## src/rtl/pipe_stage_elastic_pkg.sv

```systemverilog
// Shared types and constants for the elastic pipeline stage register.
// Latency: n/a (types, constants and one helper function only).
// Backpressure: n/a.
package pipe_pkg;

    // Encoding is chosen so the state value equals the number of held entries.
    typedef enum logic [1:0] {
        EMPTY = 2'd0,
        HALF  = 2'd1,
        FULL  = 2'd2
    } state_e;

    localparam logic [31:0] RESET_PC_DEF = 32'h0000_3000;
    localparam int          A3_W         = 5;

    // M/W stage payload layout inside the opaque data bus (LSB first).
    localparam int MW_MEMREAD_OFF = 0;
    localparam int MW_MEMREAD_W   = 1;
    localparam int MW_ALUOUT_OFF  = 1;
    localparam int MW_ALUOUT_W    = 32;
    localparam int MW_HI_OFF      = 33;
    localparam int MW_HI_W        = 32;
    localparam int MW_LO_OFF      = 65;
    localparam int MW_LO_W        = 32;
    localparam int MW_WDSEL_OFF   = 97;
    localparam int MW_WDSEL_W     = 2;
    localparam int MW_USED_W      = 99;

    function automatic logic [1:0] occ_of(input state_e s);
        logic [1:0] occ;
        occ = 2'd0;
        case (s)
            HALF:    occ = 2'd1;
            FULL:    occ = 2'd2;
            default: occ = 2'd0;
        endcase
        return occ;
    endfunction

endpackage

```

## src/rtl/pipe_stage_elastic_if.sv

```systemverilog
// Handshake and bus bundle around one elastic pipeline stage.
// Latency: n/a (wires only).
// Backpressure: carries in_ready/out_ready; the stage drives in_ready.
// Ports: flush, in_* (upstream entry + valid), in_ready, out_* (head entry),
// out_ready, occupancy. "slave" is the stage view, "master" the environment.
interface pipe_stage_elastic_if #(
    parameter int DATA_W = 128,
    parameter int PC_W   = 32
);
    import pipe_pkg::*;

    logic              flush;
    logic              in_valid;
    logic              in_ready;
    logic [PC_W-1:0]   in_pc;
    logic              in_regwrite;
    logic [A3_W-1:0]   in_a3;
    logic [DATA_W-1:0] in_data;
    logic              out_valid;
    logic              out_ready;
    logic [PC_W-1:0]   out_pc;
    logic              out_regwrite;
    logic [A3_W-1:0]   out_a3;
    logic [DATA_W-1:0] out_data;
    logic [1:0]        occupancy;

    modport master (
        output flush, in_valid, in_pc, in_regwrite, in_a3, in_data, out_ready,
        input  in_ready, out_valid, out_pc, out_regwrite, out_a3, out_data, occupancy
    );

    modport slave (
        input  flush, in_valid, in_pc, in_regwrite, in_a3, in_data, out_ready,
        output in_ready, out_valid, out_pc, out_regwrite, out_a3, out_data, occupancy
    );

endinterface

```

## src/rtl/pipe_entry_reg.sv

```systemverilog
// One stored pipeline entry (PC, RegWrite, A3, payload) with a load enable.
// Latency: 1 cycle from ld to q_*.
// Backpressure: none; holds its contents whenever ld is low.
// Ports: clk, rst_n (async active-low clear to RESET_PC / zeros), ld, d_*, q_*.
module pipe_entry_reg
    import pipe_pkg::*;
#(
    parameter int              DATA_W   = 128,
    parameter int              PC_W     = 32,
    parameter logic [PC_W-1:0] RESET_PC = PC_W'(RESET_PC_DEF)
) (
    input  logic              clk,
    input  logic              rst_n,
    input  logic              ld,
    input  logic [PC_W-1:0]   d_pc,
    input  logic              d_regwrite,
    input  logic [A3_W-1:0]   d_a3,
    input  logic [DATA_W-1:0] d_data,
    output logic [PC_W-1:0]   q_pc,
    output logic              q_regwrite,
    output logic [A3_W-1:0]   q_a3,
    output logic [DATA_W-1:0] q_data
);

    logic [PC_W-1:0]   pc_q,       pc_d;
    logic              regwrite_q, regwrite_d;
    logic [A3_W-1:0]   a3_q,       a3_d;
    logic [DATA_W-1:0] data_q,     data_d;

    always_comb begin
        pc_d       = pc_q;
        regwrite_d = regwrite_q;
        a3_d       = a3_q;
        data_d     = data_q;
        if (ld) begin
            pc_d       = d_pc;
            regwrite_d = d_regwrite;
            a3_d       = d_a3;
            data_d     = d_data;
        end
    end

    always_ff @(posedge clk or negedge rst_n) begin
        if (!rst_n) begin
            pc_q       <= RESET_PC;
            regwrite_q <= 1'b0;
            a3_q       <= '0;
            data_q     <= '0;
        end else begin
            pc_q       <= pc_d;
            regwrite_q <= regwrite_d;
            a3_q       <= a3_d;
            data_q     <= data_d;
        end
    end

    assign q_pc       = pc_q;
    assign q_regwrite = regwrite_q;
    assign q_a3       = a3_q;
    assign q_data     = data_q;

endmodule

```

## src/rtl/pipe_stage_elastic.sv

```systemverilog
// Elastic MIPS pipeline stage register with valid/ready, flush and optional skid entry.
// Latency: 1 cycle from accepted input to out_valid.
// Backpressure: SKID=1 registers in_ready (drops only when both entries are full);
// SKID=0 gives in_ready = out_ready | ~out_valid.
// Ports: clk, reset (async active-low), bus (slave view of pipe_stage_elastic_if).
module pipe_stage_elastic
    import pipe_pkg::*;
#(
    parameter int              DATA_W   = 128,
    parameter int              PC_W     = 32,
    parameter logic [PC_W-1:0] RESET_PC = PC_W'(RESET_PC_DEF),
    parameter bit              SKID     = 1'b1
) (
    input  logic                 clk,
    input  logic                 reset,
    pipe_stage_elastic_if.slave  bus
);

    state_e state_q, state_d;
    logic   in_ready_q, in_ready_d;
    logic   out_regwrite_q, out_regwrite_d;

    logic   out_valid;
    logic   in_ready;
    logic   acc_in;
    logic   acc_out;
    logic   main_ld;
    logic   skid_ld;
    logic   main_from_skid;

    logic [PC_W-1:0]   main_pc,       skid_pc,       main_pc_in;
    logic              main_regwrite, skid_regwrite, main_regwrite_in;
    logic [A3_W-1:0]   main_a3,       skid_a3,       main_a3_in;
    logic [DATA_W-1:0] main_data,     skid_data,     main_data_in;

    assign out_valid = (state_q != EMPTY);
    assign in_ready  = SKID ? in_ready_q : (bus.out_ready | ~out_valid);
    assign acc_in    = bus.in_valid & in_ready;
    assign acc_out   = out_valid & bus.out_ready;

    // Flush wins over every transfer: nothing is loaded, so the out_* data
    // fields keep their last values while the entries are discarded.
    always_comb begin
        state_d        = state_q;
        main_ld        = 1'b0;
        skid_ld        = 1'b0;
        main_from_skid = 1'b0;
        if (bus.flush) begin
            state_d = EMPTY;
        end else begin
            case (state_q)
                EMPTY: begin
                    if (acc_in) begin
                        state_d = HALF;
                        main_ld = 1'b1;
                    end
                end
                HALF: begin
                    if (acc_in && acc_out) begin
                        main_ld = 1'b1;
                    end else if (acc_in) begin
                        // Only reachable with a skid entry; without one in_ready
                        // already follows out_ready while main is occupied.
                        if (SKID) begin
                            state_d = FULL;
                            skid_ld = 1'b1;
                        end
                    end else if (acc_out) begin
                        state_d = EMPTY;
                    end
                end
                FULL: begin
                    if (acc_out) begin
                        state_d        = HALF;
                        main_ld        = 1'b1;
                        main_from_skid = 1'b1;
                    end
                end
                default: state_d = EMPTY;
            endcase
        end
    end

    always_comb begin
        main_pc_in       = main_from_skid ? skid_pc       : bus.in_pc;
        main_regwrite_in = main_from_skid ? skid_regwrite : bus.in_regwrite;
        main_a3_in       = main_from_skid ? skid_a3       : bus.in_a3;
        main_data_in     = main_from_skid ? skid_data     : bus.in_data;
    end

    // RegWrite is qualified with next-state validity before it is registered,
    // so bubbles and flushed entries can never present a write.
    always_comb begin
        in_ready_d     = (state_d != FULL);
        out_regwrite_d = (state_d != EMPTY) &
                         (main_ld ? main_regwrite_in : main_regwrite);
    end

    always_ff @(posedge clk or negedge reset) begin
        if (!reset) begin
            state_q        <= EMPTY;
            in_ready_q     <= 1'b1;
            out_regwrite_q <= 1'b0;
        end else begin
            state_q        <= state_d;
            in_ready_q     <= in_ready_d;
            out_regwrite_q <= out_regwrite_d;
        end
    end

    pipe_entry_reg #(
        .DATA_W   (DATA_W),
        .PC_W     (PC_W),
        .RESET_PC (RESET_PC)
    ) u_main (
        .clk        (clk),
        .rst_n      (reset),
        .ld         (main_ld),
        .d_pc       (main_pc_in),
        .d_regwrite (main_regwrite_in),
        .d_a3       (main_a3_in),
        .d_data     (main_data_in),
        .q_pc       (main_pc),
        .q_regwrite (main_regwrite),
        .q_a3       (main_a3),
        .q_data     (main_data)
    );

    // With SKID=0 skid_ld is constant 0, so this entry reduces to reset constants.
    pipe_entry_reg #(
        .DATA_W   (DATA_W),
        .PC_W     (PC_W),
        .RESET_PC (RESET_PC)
    ) u_skid (
        .clk        (clk),
        .rst_n      (reset),
        .ld         (skid_ld),
        .d_pc       (bus.in_pc),
        .d_regwrite (bus.in_regwrite),
        .d_a3       (bus.in_a3),
        .d_data     (bus.in_data),
        .q_pc       (skid_pc),
        .q_regwrite (skid_regwrite),
        .q_a3       (skid_a3),
        .q_data     (skid_data)
    );

    assign bus.in_ready     = in_ready;
    assign bus.out_valid    = out_valid;
    assign bus.out_pc       = main_pc;
    assign bus.out_regwrite = out_regwrite_q;
    assign bus.out_a3       = main_a3;
    assign bus.out_data     = main_data;
    assign bus.occupancy    = occ_of(state_q);

endmodule

```

## src/flat_wrapper.sv

```systemverilog
// flat-port wrapper written by rule: the top's interface ports become plain ports
module pipe_stage_elastic_flat import pipe_pkg::*;
#(
    parameter int              DATA_W   = 128,
    parameter int              PC_W     = 32,
    parameter logic [PC_W-1:0] RESET_PC = PC_W'(RESET_PC_DEF),
    parameter bit              SKID     = 1'b1
)
  (clk, reset, bus_flush, bus_in_valid, bus_in_pc, bus_in_regwrite, bus_in_a3, bus_in_data, bus_out_ready, bus_in_ready, bus_out_valid, bus_out_pc, bus_out_regwrite, bus_out_a3, bus_out_data, bus_occupancy);
  pipe_stage_elastic_if #(.DATA_W(DATA_W), .PC_W(PC_W)) bus_i ();
  input  logic clk;
  input  logic reset;
  input wire logic [$bits(bus_i.flush)-1:0] bus_flush;
  input wire logic [$bits(bus_i.in_valid)-1:0] bus_in_valid;
  input wire logic [$bits(bus_i.in_pc)-1:0] bus_in_pc;
  input wire logic [$bits(bus_i.in_regwrite)-1:0] bus_in_regwrite;
  input wire logic [$bits(bus_i.in_a3)-1:0] bus_in_a3;
  input wire logic [$bits(bus_i.in_data)-1:0] bus_in_data;
  input wire logic [$bits(bus_i.out_ready)-1:0] bus_out_ready;
  output wire logic [$bits(bus_i.in_ready)-1:0] bus_in_ready;
  output wire logic [$bits(bus_i.out_valid)-1:0] bus_out_valid;
  output wire logic [$bits(bus_i.out_pc)-1:0] bus_out_pc;
  output wire logic [$bits(bus_i.out_regwrite)-1:0] bus_out_regwrite;
  output wire logic [$bits(bus_i.out_a3)-1:0] bus_out_a3;
  output wire logic [$bits(bus_i.out_data)-1:0] bus_out_data;
  output wire logic [$bits(bus_i.occupancy)-1:0] bus_occupancy;
  assign bus_i.flush = bus_flush;
  assign bus_i.in_valid = bus_in_valid;
  assign bus_i.in_pc = bus_in_pc;
  assign bus_i.in_regwrite = bus_in_regwrite;
  assign bus_i.in_a3 = bus_in_a3;
  assign bus_i.in_data = bus_in_data;
  assign bus_i.out_ready = bus_out_ready;
  assign bus_in_ready = bus_i.in_ready;
  assign bus_out_valid = bus_i.out_valid;
  assign bus_out_pc = bus_i.out_pc;
  assign bus_out_regwrite = bus_i.out_regwrite;
  assign bus_out_a3 = bus_i.out_a3;
  assign bus_out_data = bus_i.out_data;
  assign bus_occupancy = bus_i.occupancy;
  pipe_stage_elastic #(.DATA_W(DATA_W), .PC_W(PC_W), .RESET_PC(RESET_PC), .SKID(SKID)) u_core (.clk(clk), .reset(reset), .bus(bus_i));
endmodule
```

## config.mk

```make
export PLATFORM = sky130hd
export DESIGN_NAME = pipe_stage_elastic_flat
export DESIGN_NICKNAME = d
export VERILOG_FILES = /design/src/rtl/pipe_stage_elastic_pkg.sv /design/src/rtl/pipe_stage_elastic_if.sv /design/src/rtl/pipe_entry_reg.sv /design/src/rtl/pipe_stage_elastic.sv /design/src/flat_wrapper.sv
export SDC_FILE = /design/constraint.sdc
export NUM_CORES = 1
export LEC_CHECK = 0
export ABC_AREA = 1
export BUFFER_PORTS_ARGS = -buffer_cell sky130_fd_sc_hd__buf_2
export CORE_UTILIZATION = 59
export CTS_CLUSTER_DIAMETER = 30
export CTS_CLUSTER_SIZE = 14
export DETAILED_ROUTE_END_ITERATION = 10
export GPL_TIMING_DRIVEN = 0
export PLACE_DENSITY = 0.9
export SLEW_MARGIN = 20
export SYNTH_ARGS = -nofsm -noshare
export SYNTH_HDL_FRONTEND = slang
export SYNTH_HIERARCHICAL = 1
export SYNTH_SLANG_ARGS = --single-unit
```

## constraint.sdc

```tcl
create_clock -name clk -period 3.7 [get_ports clk]
set_input_delay 1.11 -clock clk [delete_from_list [all_inputs] [get_ports clk]]
set_output_delay 1.11 -clock clk [all_outputs]
set_load 0.02 [all_outputs]
```

# ---- After elaboration in Yosys (flattened, before gate mapping)
# Index checks and enable logic that the tools add are counted.
dict set report totals {
  input_bits 171
  ff_bits 336
}
dict set report op_classes {
  eq_ne 3
  bitwise_logic 3
  reduce_logical 4
  n_mux 23
}
# cell count
set op_table {}
lappend op_table {{128-bit 2-to-1 mux} 1}
lappend op_table {{32-bit 2-to-1 mux} 1}
lappend op_table {{2-bit 2-to-1 mux} 6}
lappend op_table {{1-bit 2-to-1 mux} 11}
lappend op_table {{2-bit one-hot mux with 3 select lines} 1}
lappend op_table {{5-bit 2-to-1 mux} 1}
lappend op_table {{2-bit one-hot mux with 2 select lines} 1}
lappend op_table {{2-bit nonzero test} 2}
lappend op_table {{1-bit bitwise AND} 3}
lappend op_table {{1-bit one-hot mux with 3 select lines} 1}
lappend op_table {{2-bit by 1-bit equality test with 1-bit output (second input constant)} 1}
lappend op_table {{2-bit equality test (second input constant)} 1}
lappend op_table {{2-bit zero test} 1}
lappend op_table {{2-bit inequality test (second input constant)} 1}
lappend op_table {{1-bit logical AND} 1}

# ---- Longest topological paths before layout
dict set report logic_depth {
  word_depth 9
  ltp_mapped 11
  ltp_nobuf 9
}

# ---- Modules after synthesis
# The synthesis kept the hierarchy.
# module area_each_um2 cells_each seq_area_each_um2 n_inst
set by_module_without_submodules {}
lappend by_module_without_submodules {pipe_entry_reg 6337.3 702 4156.5 2}
lappend by_module_without_submodules {pipe_stage_elastic 2849.0 228 101.3 1}

# ---- Worst setup path before layout
# Ideal clock, no wire load.
dict set report synth_timing {
  path_kind {input to register}
  start {input port bus_out_ready}
  end {register u_core.u_main.a3_q[0], in the netlist u_core/u_main/q_a3[0]}
  t_required_ps 3583
  stages 8
  setup_ps 117
  slack_ps 1506
  arrival_ps 2076
  cell_sequence {inv_1 -> nor2_1 -> nand2_2 -> buf_6 -> buf_6 -> mux2_4 -> nand2_1 -> nand2_1}
}
dict set report synth_between {
  elab_chain_len 5
}
# element line
set synth_lines {}
lappend synth_lines {{start, declared} flat_wrapper.sv:19} ;# input wire logic [$bits(bus_i.out_ready)-1:0] bus_out_ready;
lappend synth_lines {{1-bit bitwise AND} pipe_stage_elastic.sv:39} ;# assign acc_out = out_valid & bus.out_ready;
lappend synth_lines {{1-bit 2-to-1 mux} pipe_stage_elastic.sv:73} ;# if (acc_out) begin
lappend synth_lines {{1-bit 2-to-1 mux} pipe_stage_elastic.sv:51} ;# case (state_q)
lappend synth_lines {{1-bit 2-to-1 mux} pipe_stage_elastic.sv:48} ;# if (bus.flush) begin
lappend synth_lines {{5-bit 2-to-1 mux} pipe_stage_elastic.sv:87} ;# main_a3_in = main_from_skid ? skid_a3 : bus.in_a3;
lappend synth_lines {{net u_core.main_a3_in[0]} pipe_stage_elastic.sv:33} ;# logic [A3_W-1:0] main_a3, skid_a3, main_a3_in;
lappend synth_lines {{end signal, assigned} pipe_entry_reg.sv:47} ;# a3_q <= '0;
lappend synth_lines {{end signal, assigned} pipe_entry_reg.sv:52} ;# a3_q <= a3_d;
lappend synth_lines {{end, declared} pipe_entry_reg.sv:27} ;# logic [A3_W-1:0] a3_q, a3_d;
# The timed path passes the listed nets, and every way through them passes these cells.
# A chain may end at the register's enable or synchronous reset.

# ---- Worst setup path after layout
dict set report layout_timing {
  start {register u_core.state_q[0]}
  end {output port bus_out_valid}
}
dict set report layout_between {
  elab_chain_len 1
}
# element line
set layout_lines {}
lappend layout_lines {{start, declared} pipe_stage_elastic.sv:19} ;# state_e state_q, state_d;
lappend layout_lines {{start signal, assigned} pipe_stage_elastic.sv:105} ;# state_q <= state_d;
lappend layout_lines {{2-bit nonzero test} pipe_stage_elastic.sv:36} ;# assign out_valid = (state_q != EMPTY);
lappend layout_lines {{end, declared} flat_wrapper.sv:21} ;# output wire logic [$bits(bus_i.out_valid)-1:0] bus_out_valid;
# No other way between the ends.

==> impl_metrics.env <==
export IMPL_criticalPathCategory="register to output pin"
export IMPL_worstSetupEndpoint="bus_out_valid"
export IMPL_die_y_um=164
export IMPL_avgRoutedWirePerCell_um=17.7
export IMPL_synthXorXnorAreaFrac=0
export IMPL_synth_area_um2=15500
export IMPL_setup_reg_to_reg_worst_slack_ns=1.78
export IMPL_power_leakage_nw=11.8
export IMPL_ys_seq_area_frac=0.542
export IMPL_floorplan_rows=59
export IMPL_timing_critical_path_required_ns=2.59
export IMPL_final_min_clock_period_ns=2.52
export IMPL_worst_slew_pin_slew_ns=0.555
export IMPL_post_cts_setup_buffers=0
export IMPL_status="finished, final reports clean"
export IMPL_worst_clock_skew_ns=0.0220
export IMPL_syn_inst=1632
export IMPL_most_common_layout_cells="sky130_fd_sc_hd__nand2_1, sky130_fd_sc_hd__buf_2, sky130_fd_sc_hd__dfrtp_1"
export IMPL_vdd_ir_drop_max_v=0.000577
export IMPL_number_of_register_bits_inferred_by_synthesis=336
export IMPL_detailed_place_hpwl_um=27800
export IMPL_tritoncts_sink_count=336
export IMPL_vias=12941
export IMPL_min_path_type="register to register"
export IMPL_cts_tree="yes"
export IMPL_syn_num_nets=1803
export IMPL_gpl_final_weighted_congestion=0.851
export IMPL_worstSetupStartpoint="u_core/state_q[0]"
export IMPL_timing_reg2reg_worst_path_depth=7
export IMPL_antenna_found_initial=10
export IMPL_postSynthAreaPerCell_um2=9.51
export IMPL_cts_hold_buffers=0
export IMPL_h_tree_depth=3
export IMPL_drt_drc_violations_left=0
export IMPL_dominant_combinational_cell_family_by_area_after_synthesis="simple AND/OR/NAND/NOR gates"
export IMPL_dieArea_um2=27000
export IMPL_effective_utilization_at_floorplan=0.599
export IMPL_utilization=0.785
export IMPL_nets=2219
export IMPL_endpoint_kind_of_the_worst_setup_timing_path="output pin"
export IMPL_netlist_cell_type_count=18
export IMPL_die_width_um=164
export IMPL_grt_first_pass_wirelength_um=67500
export IMPL_filler_cell_count=1511
export IMPL_synth_mux_area_fraction=0.154
export IMPL_p_total_mw=15.2
export IMPL_boundaryPins=341
export IMPL_synth_fa_ha_area_frac=0
export IMPL_synth_warnings=6
export IMPL_post_dp_cell_area_um2=17700
export IMPL_pin_count_of_the_biggest_net_entering_global_routing=106
export IMPL_via_count_of_the_first_global_routing_pass=13553
export IMPL_timing_final_hold_violations=0
export IMPL_critical_path_startpoint_type="register"
export IMPL_origin_of_the_worst_min_delay_path="u_core/u_main/q_pc[12]"
export IMPL_multi_input_gate_area_in_the_final_layout_um2=6260
export IMPL_violation_count_after_the_first_detailed_routing_iteration=980
export IMPL_numCtsBuffers=71
export IMPL_drt_pass1_iter_count=5
export IMPL_routed_via_density=5.29
export IMPL_finalInstanceArea_um2=20300
export IMPL_synth_compound_area_frac=0.000645
export IMPL_cts_buffer_depth=3
export IMPL_regArea_um2=8410
export IMPL_timing_max_cap_violations=0
export IMPL_reg2reg_from="u_core/bus.in_ready"
export IMPL_grtUsageTotal=0.321
export IMPL_worstPathArrival_ns=1.41
export IMPL_power_per_cell_area_nw_per_um2=745
export IMPL_worst_setup_hold_path_clk_slew_ns=0.05
export IMPL_mostFrequentLayoutCell="sky130_fd_sc_hd__nand2_1"
export IMPL_setup_violations_final=0
export IMPL_drt_wl_total_um=43300
export IMPL_timing_final_max_slew_violations=0
export IMPL_global_route_overflow_total=0
export IMPL_detail_route_antenna_nets=0
export IMPL_clk_root_buffer_cell="sky130_fd_sc_hd__clkbuf_16"
export IMPL_final_min_period_over_clock_period=0.681
export IMPL_final_layout_size_suffix_gt1_frac=0.346
export IMPL_slew_hr=0.630
export IMPL_core_um2=25900
export IMPL_yosys_area_share_simple=0.249
export IMPL_peak_clock_frequency_supported_by_timing_mhz=397
export IMPL_crit_path_max_fanout=6
export IMPL_numPortBuffers=340
export IMPL_cts_resized=0
export IMPL_area_overhead_of_the_layout_relative_to_synthesis_pct=31.0
export IMPL_r2r_end="u_core/u_skid/q_data[90]"
export IMPL_grt_setup_unrepaired="no"
export IMPL_worstSkewPairLatency_ns=0.55
export IMPL_final_setup_tns_ns=0
per-stage QoR:
stage | hold WS, ns | worst slack, ns | cells
final | 0.460 | 1.18 | 2448
after floorplan | 0.438 | 1.51 | 1632
after global routing | 0.471 | 1.08 | 2446
after detailed placement | 0.453 | 1.09 | 2310
after global placement | 0.448 | -4.70 | 2307
after CTS | 0.460 | 1.16 | 2439
logic make-up after synthesis:
kind of cell           after synthesis
AO/OA/AOI/OAI                        2
buffers and inverters              103
flip-flops                         336
multiplexers                       165
AND/OR/NAND/NOR                   1026
power breakdown:
part	switching, mW	leakage [nW]	internal [mW]
clock	2.12	1.24	4.64
sequential	0.648	4.19	4.81
combinational	1.87	6.38	1.07
cell usage after synthesis:
cell                         n  area share
sky130_fd_sc_hd__dfrtp_1   331        0.53
sky130_fd_sc_hd__inv_1       8      0.0019
sky130_fd_sc_hd__dfstp_2     5      0.0085
sky130_fd_sc_hd__buf_2      28      0.0090
sky130_fd_sc_hd__nand2_1  1013        0.24
sky130_fd_sc_hd__nor2_4      1     0.00073
sky130_fd_sc_hd__a21oi_1     1     0.00032
sky130_fd_sc_hd__nor2_1      6      0.0015
sky130_fd_sc_hd__nand2_2     1     0.00040
sky130_fd_sc_hd__mux2_4    140        0.14
sky130_fd_sc_hd__buf_4      16      0.0077
sky130_fd_sc_hd__inv_4       2     0.00081
sky130_fd_sc_hd__buf_6      48       0.035
sky130_fd_sc_hd__nand3_1     4      0.0013
sky130_fd_sc_hd__o21ai_0     1     0.00032
sky130_fd_sc_hd__inv_2       1     0.00024
sky130_fd_sc_hd__nor4_1      1     0.00040
sky130_fd_sc_hd__mux2_2     25       0.018
metal layers:
layer	global-route usage	part of all wire
met3	0.0975	0.082
met1	0.360	0.37
met2	0.550	0.50
met5	0	0.0012
met4	0.170	0.042
cell type report:
class	count	area share
diodes	9	0.00111
plain buffers	92	0.0394
clock buffers	86	0.0926
clock inverters	43	0.0343
inverters	11	0.00228
multi-input cells	1193	0.308
flip-flops and latches	336	0.414
well taps	335	0.0206
repair buffers	343	0.0882
worst max-delay path, cell delays in order (launching register included):
cell	delay [ns]
sky130_fd_sc_hd__dfrtp_1	0.47
sky130_fd_sc_hd__inv_1	0.08
sky130_fd_sc_hd__nand2_1	0.13
sky130_fd_sc_hd__buf_2	0.20
registers in the layout, summed over array words and instances, names as in the netlist:
| name | count |
|---|---|
| u_core/u_main/q_data | 128 |
| u_core/u_skid/q_data | 128 |
| u_core/u_main/q_pc | 32 |
| u_core/u_skid/q_pc | 32 |
| u_core/u_main/q_a3 | 5 |
| u_core/u_skid/q_a3 | 5 |
| u_core/state_q | 2 |
| u_core/bus.in_ready | 1 |
| u_core/bus.out_regwrite | 1 |
| u_core/u_main/q_regwrite | 1 |
| u_core/u_skid/q_regwrite | 1 |
how the worst min path moves through the flow:
stage	endpoint	slack (ns)	depth (start not counted)
floorplan	u_core/u_skid/q_a3[4]	0.44	2
global placement	u_core/u_skid/q_pc[12]	0.45	2
detailed placement	u_core/u_main/q_data[30]	0.45	2
CTS	u_core/u_main/q_pc[12]	0.46	2
global route	u_core/u_main/q_pc[12]	0.47	2
finish	u_core/u_main/q_pc[12]	0.46	2
No activity file was read; power rests on OpenSTA's default activity.
